$ cat src/rtl/accu_store_unit.sv
// Accumulator write-back unit: copies ACCUMULATOR to the output port, register file or data RAM.
// Optional RAM acknowledge timeout is enabled by defining ACCU_STORE_TIMEOUT_EN.
module accu_store_unit #(
    parameter int DATA_W         = 8,
    parameter int ADDR_W         = 8,
    parameter int REG_ADDR_W     = 3,
    parameter int TIMEOUT_CYCLES = 16
) (
    input  logic                  CLK,
    input  logic                  CPU_Reset,
    input  logic                  STORE_Start,
    input  logic [1:0]            STORE_OPCode,
    input  logic [ADDR_W-1:0]     STORE_Addr,
    input  logic [DATA_W-1:0]     ACCUMULATOR,
    output logic                  STORE_Busy,
    output logic                  STORE_Done,
    output logic                  STORE_Error,
    output logic [DATA_W-1:0]     OUT_Port,
    output logic                  OUT_Strobe,
    output logic                  REG_WE,
    output logic [REG_ADDR_W-1:0] REG_Addr,
    output logic [DATA_W-1:0]     REG_WData,
    output logic                  RAM_Req,
    output logic                  RAM_WE,
    output logic [ADDR_W-1:0]     RAM_Addr,
    output logic [DATA_W-1:0]     RAM_WData,
    input  logic                  RAM_Ack
);

    localparam logic [1:0] ST_IDLE     = 2'd0;
    localparam logic [1:0] ST_RAM_WAIT = 2'd1;
    localparam logic [1:0] ST_DONE     = 2'd2;

    logic [1:0]            state_reg;
    logic                  busy_reg;
    logic                  done_reg;
    logic                  error_reg;
    logic [DATA_W-1:0]     out_port_reg;
    logic                  out_strobe_reg;
    logic                  reg_we_reg;
    logic [REG_ADDR_W-1:0] reg_addr_reg;
    logic [DATA_W-1:0]     reg_wdata_reg;
    logic                  ram_req_reg;
    logic [ADDR_W-1:0]     ram_addr_reg;
    logic [DATA_W-1:0]     ram_wdata_reg;

`ifdef ACCU_STORE_TIMEOUT_EN
    localparam int CNT_W = $clog2(TIMEOUT_CYCLES + 1);
    logic [CNT_W-1:0] wait_cnt_reg;
`else
    logic timeout_param_unused;
    assign timeout_param_unused = (TIMEOUT_CYCLES > 0);
`endif

    always_ff @(posedge CLK) begin
        if (CPU_Reset) begin
            state_reg      <= ST_IDLE;
            busy_reg       <= 1'b0;
            done_reg       <= 1'b0;
            error_reg      <= 1'b0;
            out_port_reg   <= '0;
            out_strobe_reg <= 1'b0;
            reg_we_reg     <= 1'b0;
            reg_addr_reg   <= '0;
            reg_wdata_reg  <= '0;
            ram_req_reg    <= 1'b0;
            ram_addr_reg   <= '0;
            ram_wdata_reg  <= '0;
`ifdef ACCU_STORE_TIMEOUT_EN
            wait_cnt_reg   <= '0;
`endif
        end else begin
            // Pulse outputs default low so each lasts exactly one cycle.
            done_reg       <= 1'b0;
            out_strobe_reg <= 1'b0;
            reg_we_reg     <= 1'b0;
            case (state_reg)
                ST_IDLE: begin
                    if (STORE_Start) begin
                        busy_reg  <= 1'b1;
                        error_reg <= 1'b0;
                        case (STORE_OPCode)
                            2'b00: begin
                                out_port_reg   <= ACCUMULATOR;
                                out_strobe_reg <= 1'b1;
                                done_reg       <= 1'b1;
                                state_reg      <= ST_DONE;
                            end
                            2'b01: begin
                                reg_addr_reg  <= STORE_Addr[REG_ADDR_W-1:0];
                                reg_wdata_reg <= ACCUMULATOR;
                                reg_we_reg    <= 1'b1;
                                done_reg      <= 1'b1;
                                state_reg     <= ST_DONE;
                            end
                            2'b10: begin
                                ram_req_reg   <= 1'b1;
                                ram_addr_reg  <= STORE_Addr;
                                ram_wdata_reg <= ACCUMULATOR;
                                state_reg     <= ST_RAM_WAIT;
`ifdef ACCU_STORE_TIMEOUT_EN
                                wait_cnt_reg  <= CNT_W'(1);
`endif
                            end
                            default: begin
                                error_reg <= 1'b1;
                                done_reg  <= 1'b1;
                                state_reg <= ST_DONE;
                            end
                        endcase
                    end
                end
                ST_RAM_WAIT: begin
                    // Ack is checked first so it wins over a coincident timeout.
                    if (RAM_Ack) begin
                        ram_req_reg <= 1'b0;
                        done_reg    <= 1'b1;
                        state_reg   <= ST_DONE;
                    end
`ifdef ACCU_STORE_TIMEOUT_EN
                    else if (wait_cnt_reg == CNT_W'(TIMEOUT_CYCLES)) begin
                        ram_req_reg <= 1'b0;
                        error_reg   <= 1'b1;
                        done_reg    <= 1'b1;
                        state_reg   <= ST_DONE;
                    end else begin
                        wait_cnt_reg <= wait_cnt_reg + CNT_W'(1);
                    end
`endif
                end
                ST_DONE: begin
                    busy_reg  <= 1'b0;
                    state_reg <= ST_IDLE;
                end
                default: begin
                    busy_reg  <= 1'b0;
                    state_reg <= ST_IDLE;
                end
            endcase
        end
    end

    assign STORE_Busy  = busy_reg;
    assign STORE_Done  = done_reg;
    assign STORE_Error = error_reg;
    assign OUT_Port    = out_port_reg;
    assign OUT_Strobe  = out_strobe_reg;
    assign REG_WE      = reg_we_reg;
    assign REG_Addr    = reg_addr_reg;
    assign REG_WData   = reg_wdata_reg;
    assign RAM_Req     = ram_req_reg;
    assign RAM_WE      = ram_req_reg;
    assign RAM_Addr    = ram_addr_reg;
    assign RAM_WData   = ram_wdata_reg;

endmodule

$ cat config.mk
export PLATFORM = sky130hd
export DESIGN_NAME = accu_store_unit
export DESIGN_NICKNAME = d
export VERILOG_FILES = /design/src/rtl/accu_store_unit.sv
export SDC_FILE = /design/constraint.sdc
export NUM_CORES = 1
export LEC_CHECK = 0
export ABC_AREA = 1
export BUFFER_PORTS_ARGS = -buffer_cell sky130_fd_sc_hd__buf_4
export CORE_UTILIZATION = 43
export DETAILED_ROUTE_END_ITERATION = 16
export PLACE_DENSITY = 0.7
export SLEW_MARGIN = 20
export SYNTH_ARGS = -nofsm -noshare
export SYNTH_HDL_FRONTEND = slang
export SYNTH_SLANG_ARGS = --single-unit
$ cat constraint.sdc
create_clock -name CLK -period 1.2 [get_ports CLK]
set_input_delay 0.06 -clock CLK [delete_from_list [all_inputs] [get_ports CLK]]
set_output_delay 0.06 -clock CLK [all_outputs]
set_load 0.01 [all_outputs]
==> key figures, run 1 <==
Die
  – Die Ht: 62.05 microns
  – CORE AREA: 3390 sq um
  – # rows: 21
  – Die area: between 3000 and 4000 sq um
  – Die width: 62.05 microns
  – I/O Pins: 64
  – Initial Util: 0.4574

Clocking
  – CTS sink count: 43
  – H-tree depth: 2
  – Reg clk slew, reported paths: ~120 ps
  – CTS tree: done
  – Skew-Pair Late Insertion Delay: 360 ps
  – Clock Tree Buf Depth: 2
  – Root Driver: clkbuf_4
  – Total CTS buffers: 5

Layout
  – Nets: 311
  – Inserted Diodes: 0
  – Layout area overhead: 57.06%
  – Proportion of layout cells with a drive suffix above 1: 0.3172
  – Fin util: 0.7183

Power and ir drop
  – Seq pwr share: 0.544
  – Total power: between 2 and 3 mW
  – Total power per unit cell area: 1166 nW/um^2
  – Gate power share: 0.176
  – Net Switching: 0.7259 mW
  – Leakage power total: 1.210 nW
  – Switching share of total power: 0.2558
  – Clock power frac: 0.279
  – IR drop worst, VDD: about 850 uV
  – Pint: 2.112 mW

Setup path
  – Crit Path Class: flip-flop to flip-flop
  – Worst R2R Start: state_reg[0]$_SDFFE_PP0P_
  – Delay of the slowest critical-path stage: 370 ps
  – Buf/Inv on CP: 1
  – Crit start category: flip-flop
  – Worst reg2reg path depth: 6
  – Flop-to-flop setup slack: 5 ps
  – Worst setup endpoint: REG_WData[2]$_SDFFE_PP0P_
  – Cell mode on critical path: nor2_4
  – Crit Path Max Fanout: 5
  – Worst setup path start: state_reg[0]$_SDFFE_PP0P_
  – CP Depth: 6
  – Worst Setup End Kind: flip-flop
  – Crit-path leading delay family: simple AND/OR/NAND/NOR gates
  – Master of the slowest instance on the critical path: dfxtp_4
  – Reg-to-Reg End: REG_WData[2]$_SDFFE_PP0P_
  – Worst path arrival time: ~1500 ps
  – Crit path cell chain: nor2_4 > nand2_4 > nor2_4 > buf_4 > o21ai_0 > nor2_1
  – Required time of the critical path: 1500 ps

Logic synthesis
  – Mapped cell area: 1550 sq um
  – Post-synthesis sequential area ratio: 0.5553
  – Cells after synthesis: 197
  – YS warnings: 0
  – Mapped Nets: 219
  – Synth cell types: 19
  – Mean Syn Cell Area: around 8 sq um
  – Yosys reg bits: 43

Global route
  – Initial antenna violation count: 0
  – Vias in the first global route: around 1300
  – Largest net degree at the start of global routing: 24
  – GRT Resource Usage Total: 0.2208
  – GR Overflow Total: 0
  – Global-route wire length before repair: 5975 microns

Timing
  – Slew Viols, Final: 0
  – Final hold vios: 0
  – Slew @ Worst Pin: 267.0 ps
  – Fin Clk Skew: 5.425 ps
  – Fin crit share: 0.9958
  – Fin crit period: 1195 ps
  – Slew HR: 0.8218
  – Setup TNS: 0 ps
  – RSZ-0062 raised after global routing: true
  – Max Clock Freq: 0.8368 GHz
  – Endpoints failing setup: 0

Flow run
  – Max-cap violations: 0

Route
  – First DRT Iteration DRCs: 85
  – Antenna viol nets, final: 0
  – Via Count: 1583
  – Final wirelength: 4049 microns
  – 1st-pass router iterations: 4
  – DR DRC count: 0
  – Via density: 4.711
  – Drt wl/cell: 12.05 microns

Worst hold path
  – Worst hold path class: primary input to flip-flop
  – Hold path depth: 4

Status
  – Status: complete, no violations

Place
  – Final HPWL DP: 2512 microns
  – Routability congestion estimate: 0.8646
  – Number of port buffers: 63
## metal layers
metal / GRT usage / wire length, microns / share of wire
met5: 0 / 0 / 0
met4: 0.08571 / 69 / 0.017
met3: 0.06832 / 291 / 0.072
met2: 0.3465 / 1854 / 0.46
met1: 0.2837 / 1835 / 0.45
## metrics by stage
step	cell area [sq um]	setup WS [ps]	cells	hold slack [ps]
after global routing	2435	-46.27	336	150.8
after floorplan	1550	87.85	197	129.1
after detailed placement	2098	4.363	303	274.3
after global placement	2098	48.32	303	271.0
final	2435	5.006	336	152.6
after CTS	2371	12.74	331	41.00
## logic make-up (layout without fill, tap and decap cells)
| kind of cell | count (synthesis) | count (layout) | share of synthesized area |
|---|---|---|---|
| AND/OR/NAND/NOR | 96 | 96 | 0.2583 |
| flip-flops | 43 | 43 | 0.5553 |
| AO/OA/AOI/OAI | 40 | 40 | 0.1291 |
| buffers and inverters | 18 | 111 | 0.05730 |
## Yosys cell counts
cell type  count  area (sq um)
nand2_1       12         45.04
buf_6          1         11.26
nor2_8         1         20.02
o21ai_0       25         125.1
buf_4          2         15.01
nor2_2         1         6.260
a21oi_1        4         20.02
buf_1          1         3.750
dfxtp_1       43         860.8
inv_4          1         6.260
clkbuf_1       2         7.510
inv_1          8         30.03
nand3_1        3         15.01
buf_2          3         15.01
nand2_4        1         11.26
o21ai_1       11         55.05
nor2_4         1         11.26
nor2_1        76         285.3
nand4_1        1         6.260
## tightest hold or removal path, stage by stage
cell and delay (ps):
buf_4 130, nand2_4 120, buf_4 130, a21oi_1 50
## timing repair
item | 4_1_cts | 5_1_grt
gates cloned | 0 | 1
gates resized for setup | 2 | 16
buffers inserted | 0 | 4
endpoints found under the hold margin | 42 | 0
endpoints found under the setup margin | 8 | 19
hold buffers | 20 | 0
pin swaps | 0 | 6
## cell usage in the layout, fill, tap and decap left out, types with 3 or more instances in the layout
cell / instances
o21ai_0: 19
nor2_1: 73
nor2_2: 3
buf_4: 70
dlygate4sd3_1: 20
o21ai_1: 16
clkbuf_4: 5
nand2_1: 12
inv_1: 7
a21oi_1: 4
dfxtp_1: 42
nand3_1: 3
## cell type report
type | count | area, sq um
Clock buffer | 8 | 68.82
Multi-Input combinational cell | 136 | 616.8
Timing Repair Buffer | 94 | 788.3
Tap cell | 46 | 57.56
Inverter | 9 | 38.79
Sequential cell | 43 | 864.6
Fill cell | 288 | 954.7
## worst min-delay path by stage
stage / startpoint / endpoint
5_1_grt: STORE_Start / STORE_Busy$_SDFFE_PP0P_
6_report: STORE_Start / STORE_Busy$_SDFFE_PP0P_
3_5_place_dp: CPU_Reset / STORE_Busy$_SDFFE_PP0P_
2_1_floorplan: CPU_Reset / STORE_Busy$_SDFFE_PP0P_
4_1_cts: STORE_Start / STORE_Busy$_SDFFE_PP0P_
3_3_place_gp: CPU_Reset / state_reg[0]$_SDFFE_PP0P_
## power by group through the flow
stage / Sequential, mW / Clock, mW / Combinational, mW
global route: 1.56 / 0.879 / 0.550
global placement: 1.58 / 0 / 0.414
detailed placement: 1.57 / 0 / 0.419
floorplan: 1.61 / 0 / 0.158
finish: 1.54 / 0.792 / 0.501
CTS: 1.54 / 0.813 / 0.472
(Power assumes the default switching activity.)
==> inputs of run 2 (changes only) <==
--- a/config.mk
+++ b/config.mk
@@ -10,6 +10,7 @@
 export CORE_UTILIZATION = 43
 export DETAILED_ROUTE_END_ITERATION = 16
 export PLACE_DENSITY = 0.7
+export SETUP_SLACK_MARGIN = 0.15
 export SLEW_MARGIN = 20
 export SYNTH_ARGS = -nofsm -noshare
 export SYNTH_HDL_FRONTEND = slang
==> constraint.sdc (replaced) <==
create_clock -name CLK -period 1.4 [get_ports CLK]
set_input_delay 0.07 -clock CLK [delete_from_list [all_inputs] [get_ports CLK]]
set_output_delay 0.07 -clock CLK [all_outputs]
set_load 0.01 [all_outputs]
==> run 2 against run 1 <==
  * Cell count grew 0.30%
  * Sequential power shrank 14%
  * Clock power up 2.7%
  * Highest routed layer unchanged
  * Critical path type unchanged
  * Setup slack improved by 170 ps
  * Sequential share of layout area decreased by 0.45 points
==> key figures, run 2 (synthesized netlist as in run 1, its figures left out) <==
Layout
  – Commonest non-fill, non-tap cells in the layout: nor2_1, buf_4, dfxtp_1
  – Fillers: 269 (-6.6%)
  – Design area: 2462 sq um (+1.1%)
  – Proportion of layout cells with a drive suffix above 1: 0.3230 (+0.005783)
  – Nets: 312 (+0.32%)
  – Inserted Diodes: 0 (unchanged)
  – Layout area overhead: 58.84%
  – Most common cell after layout, fill and taps aside: nor2_1

Setup path
  – Master of the slowest instance on the critical path: dfxtp_2
  – Crit Path Max Fanout: 5 (unchanged)
  – Crit Path Class: flip-flop to flip-flop
  – Required time of the critical path: 1700 ps (+200 ps)
  – Crit path cell chain: nor2_4 > nand2_4 > nor2_8 > buf_12 > buf_4 > o21ai_1 > nor2_1
  – Worst reg2reg path depth: 7 (+1)
  – Crit start category: flip-flop
  – Worst path arrival time: 1530 ps (+40 ps)
  – Delay of the slowest critical-path stage: 360 ps (about the same)
  – Worst Setup End Kind: flip-flop

Worst hold path
  – Hold path depth: 4 (unchanged)
  – Worst hold path class: primary input to flip-flop

Clocking
  – Total CTS buffers: 5 (unchanged)
  – H-tree depth: 2 (unchanged)
  – Root Driver: clkbuf_4
  – Reg clk slew, reported paths: 120 ps (about the same)
  – Clock Tree Buf Depth: 2 (unchanged)
  – Skew-Pair Late Insertion Delay: 350 ps (about the same)
  – CTS sink count: 43 (unchanged)
  – CTS tree: done

Power and ir drop
  – Total power per unit cell area: 1045 nW/um^2 (-10%)
  – Total power: 2.574 mW (-9.3%)
  – IR drop worst, VDD: 669.1 uV (-22%)
  – Leakage power total: 1.241 nW (+2.6%)

Timing
  – Setup ws final: 173.7 ps (+168.7 ps)
  – Max Clock Freq: 0.8155 GHz (-2.6%)
  – Slew @ Worst Pin: 263.0 ps (-4.081 ps)
  – Fin Clk Skew: 10.97 ps (+5.540 ps)
  – Slew Viols, Final: 0 (unchanged)
  – Fin crit period: 1226 ps (+31.30 ps)
  – RSZ-0062 raised after global routing: true
  – Final hold vios: 0 (unchanged)
  – Slew HR: 0.8243 (+0.002493)
  – Endpoints failing setup: 0 (unchanged)
  – Fin crit share: 0.8759 (-0.1199)
  – Setup TNS: 0 ps (unchanged)

Global route
  – Vias in the first global route: 1298 (-0.46%)
  – GRT Resource Usage Total: 0.2087 (-0.01215)
  – Initial antenna violation count: 0 (unchanged)
  – Global-route wire length before repair: 5727 microns (-4.2%)
  – GR Overflow Total: 0 (unchanged)
  – Largest net degree at the start of global routing: 18 (-25%)

Die
  – Initial Util: 0.4574 (unchanged)
  – Die Ht: 62.05 microns (unchanged)
  – Die width: 62.05 microns (unchanged)
  – # rows: 21 (unchanged)
  – I/O Pins: 64 (unchanged)
  – CORE AREA: 3390 sq um (unchanged)
  – Die area: 3850 sq um (unchanged)

Place
  – DP Worst Slack: 122.4 ps (+118.0 ps)
  – Dpl cell area: 2073 sq um (-1.2%)
  – Number of port buffers: 63 (unchanged)
  – Routability congestion estimate: 0.8351 (-3.4%)
  – Final HPWL DP: 2619 microns (+4.3%)

Route
  – Drt wl/cell: 12.22 microns (+1.4%)
  – Final wirelength: 4117 microns (+1.7%)
  – 1st-pass router iterations: 4 (unchanged)
  – Antenna viol nets, final: 0 (unchanged)
  – First DRT Iteration DRCs: 64 (-25%)
  – Via density: 4.623 (-1.9%)
  – DR DRC count: 0 (unchanged)
  – Via Count: 1558 (-1.6%)

Flow run
  – Max-cap violations: 0 (unchanged)

Status
  – Status: complete, no violations
## run 2: worst paths after layout
check / start / to / slack [ps]
worst max-delay path: state_reg[0]$_SDFFE_PP0P_ / RAM_Addr[4]$_SDFFE_PP0P_ / 170
worst min-delay path: RAM_Ack / state_reg[0]$_SDFFE_PP0P_ / 30
worst max register to register: state_reg[0]$_SDFFE_PP0P_ / RAM_Addr[4]$_SDFFE_PP0P_ / 170
worst min register to register: STORE_Busy$_SDFFE_PP0P_ / STORE_Busy$_SDFFE_PP0P_ / 470
## run 2: metrics by stage
stage	instances	utilization	hold WS, ps
CTS	328	0.6881	0.4066
detailed placement	303	0.6117	281.3
floorplan	197	-	139.1
global placement	303	0.6117	282.4
finish	337	0.7265	29.15
global route	337	0.7265	15.08
## run 2: cell type report
| type | instances | area (sq um) | share of cell area |
|---|---|---|---|
| Clock inverter | 2 | 35.03 | 0.01423 |
| Clock buffer | 6 | 51.30 | 0.02083 |
| Sequential cell | 43 | 863.3 | 0.3506 |
| Inverter | 9 | 38.79 | 0.01575 |
| Timing Repair Buffer | 95 | 798.3 | 0.3242 |
| Multi-Input combinational cell | 136 | 618.1 | 0.2510 |
| Tap cell | 46 | 57.56 | 0.02337 |
## run 2: timing repair
| item | CTS | global route |
|---|---|---|
| endpoints found under the hold margin | 40 | 1 |
| hold buffers | 17 | 2 |
| cloned | 0 | 1 |
| setup endpoints to repair | 17 | 30 |
| gates resized for setup | 2 | 12 |
| pin swaps | 0 | 5 |
| buffers inserted | 0 | 6 |
## run 2: layer usage
layer	part of all wire	vias up	track usage
met5	0	-	0
met4	0.011	0	0.07619
met3	0.072	6	0.07660
met2	0.47	58	0.3359
met1	0.44	685	0.2555
li1	-	809	-
## run 2: report_power, final
| part | switching (mW) | internal (mW) |
|---|---|---|
| clock | 0.391 | 0.422 |
| sequential | 0.0357 | 1.29 |
| combinational | 0.205 | 0.230 |
## run 2: critical path: cells and delay by family (launching register included)
kind | cells | cell delay [ps]
AND/OR/NAND/NOR | 4 | 510
buffers and inverters | 2 | 260
flip-flops | 1 | 360
AO/OA/AOI/OAI | 1 | 60
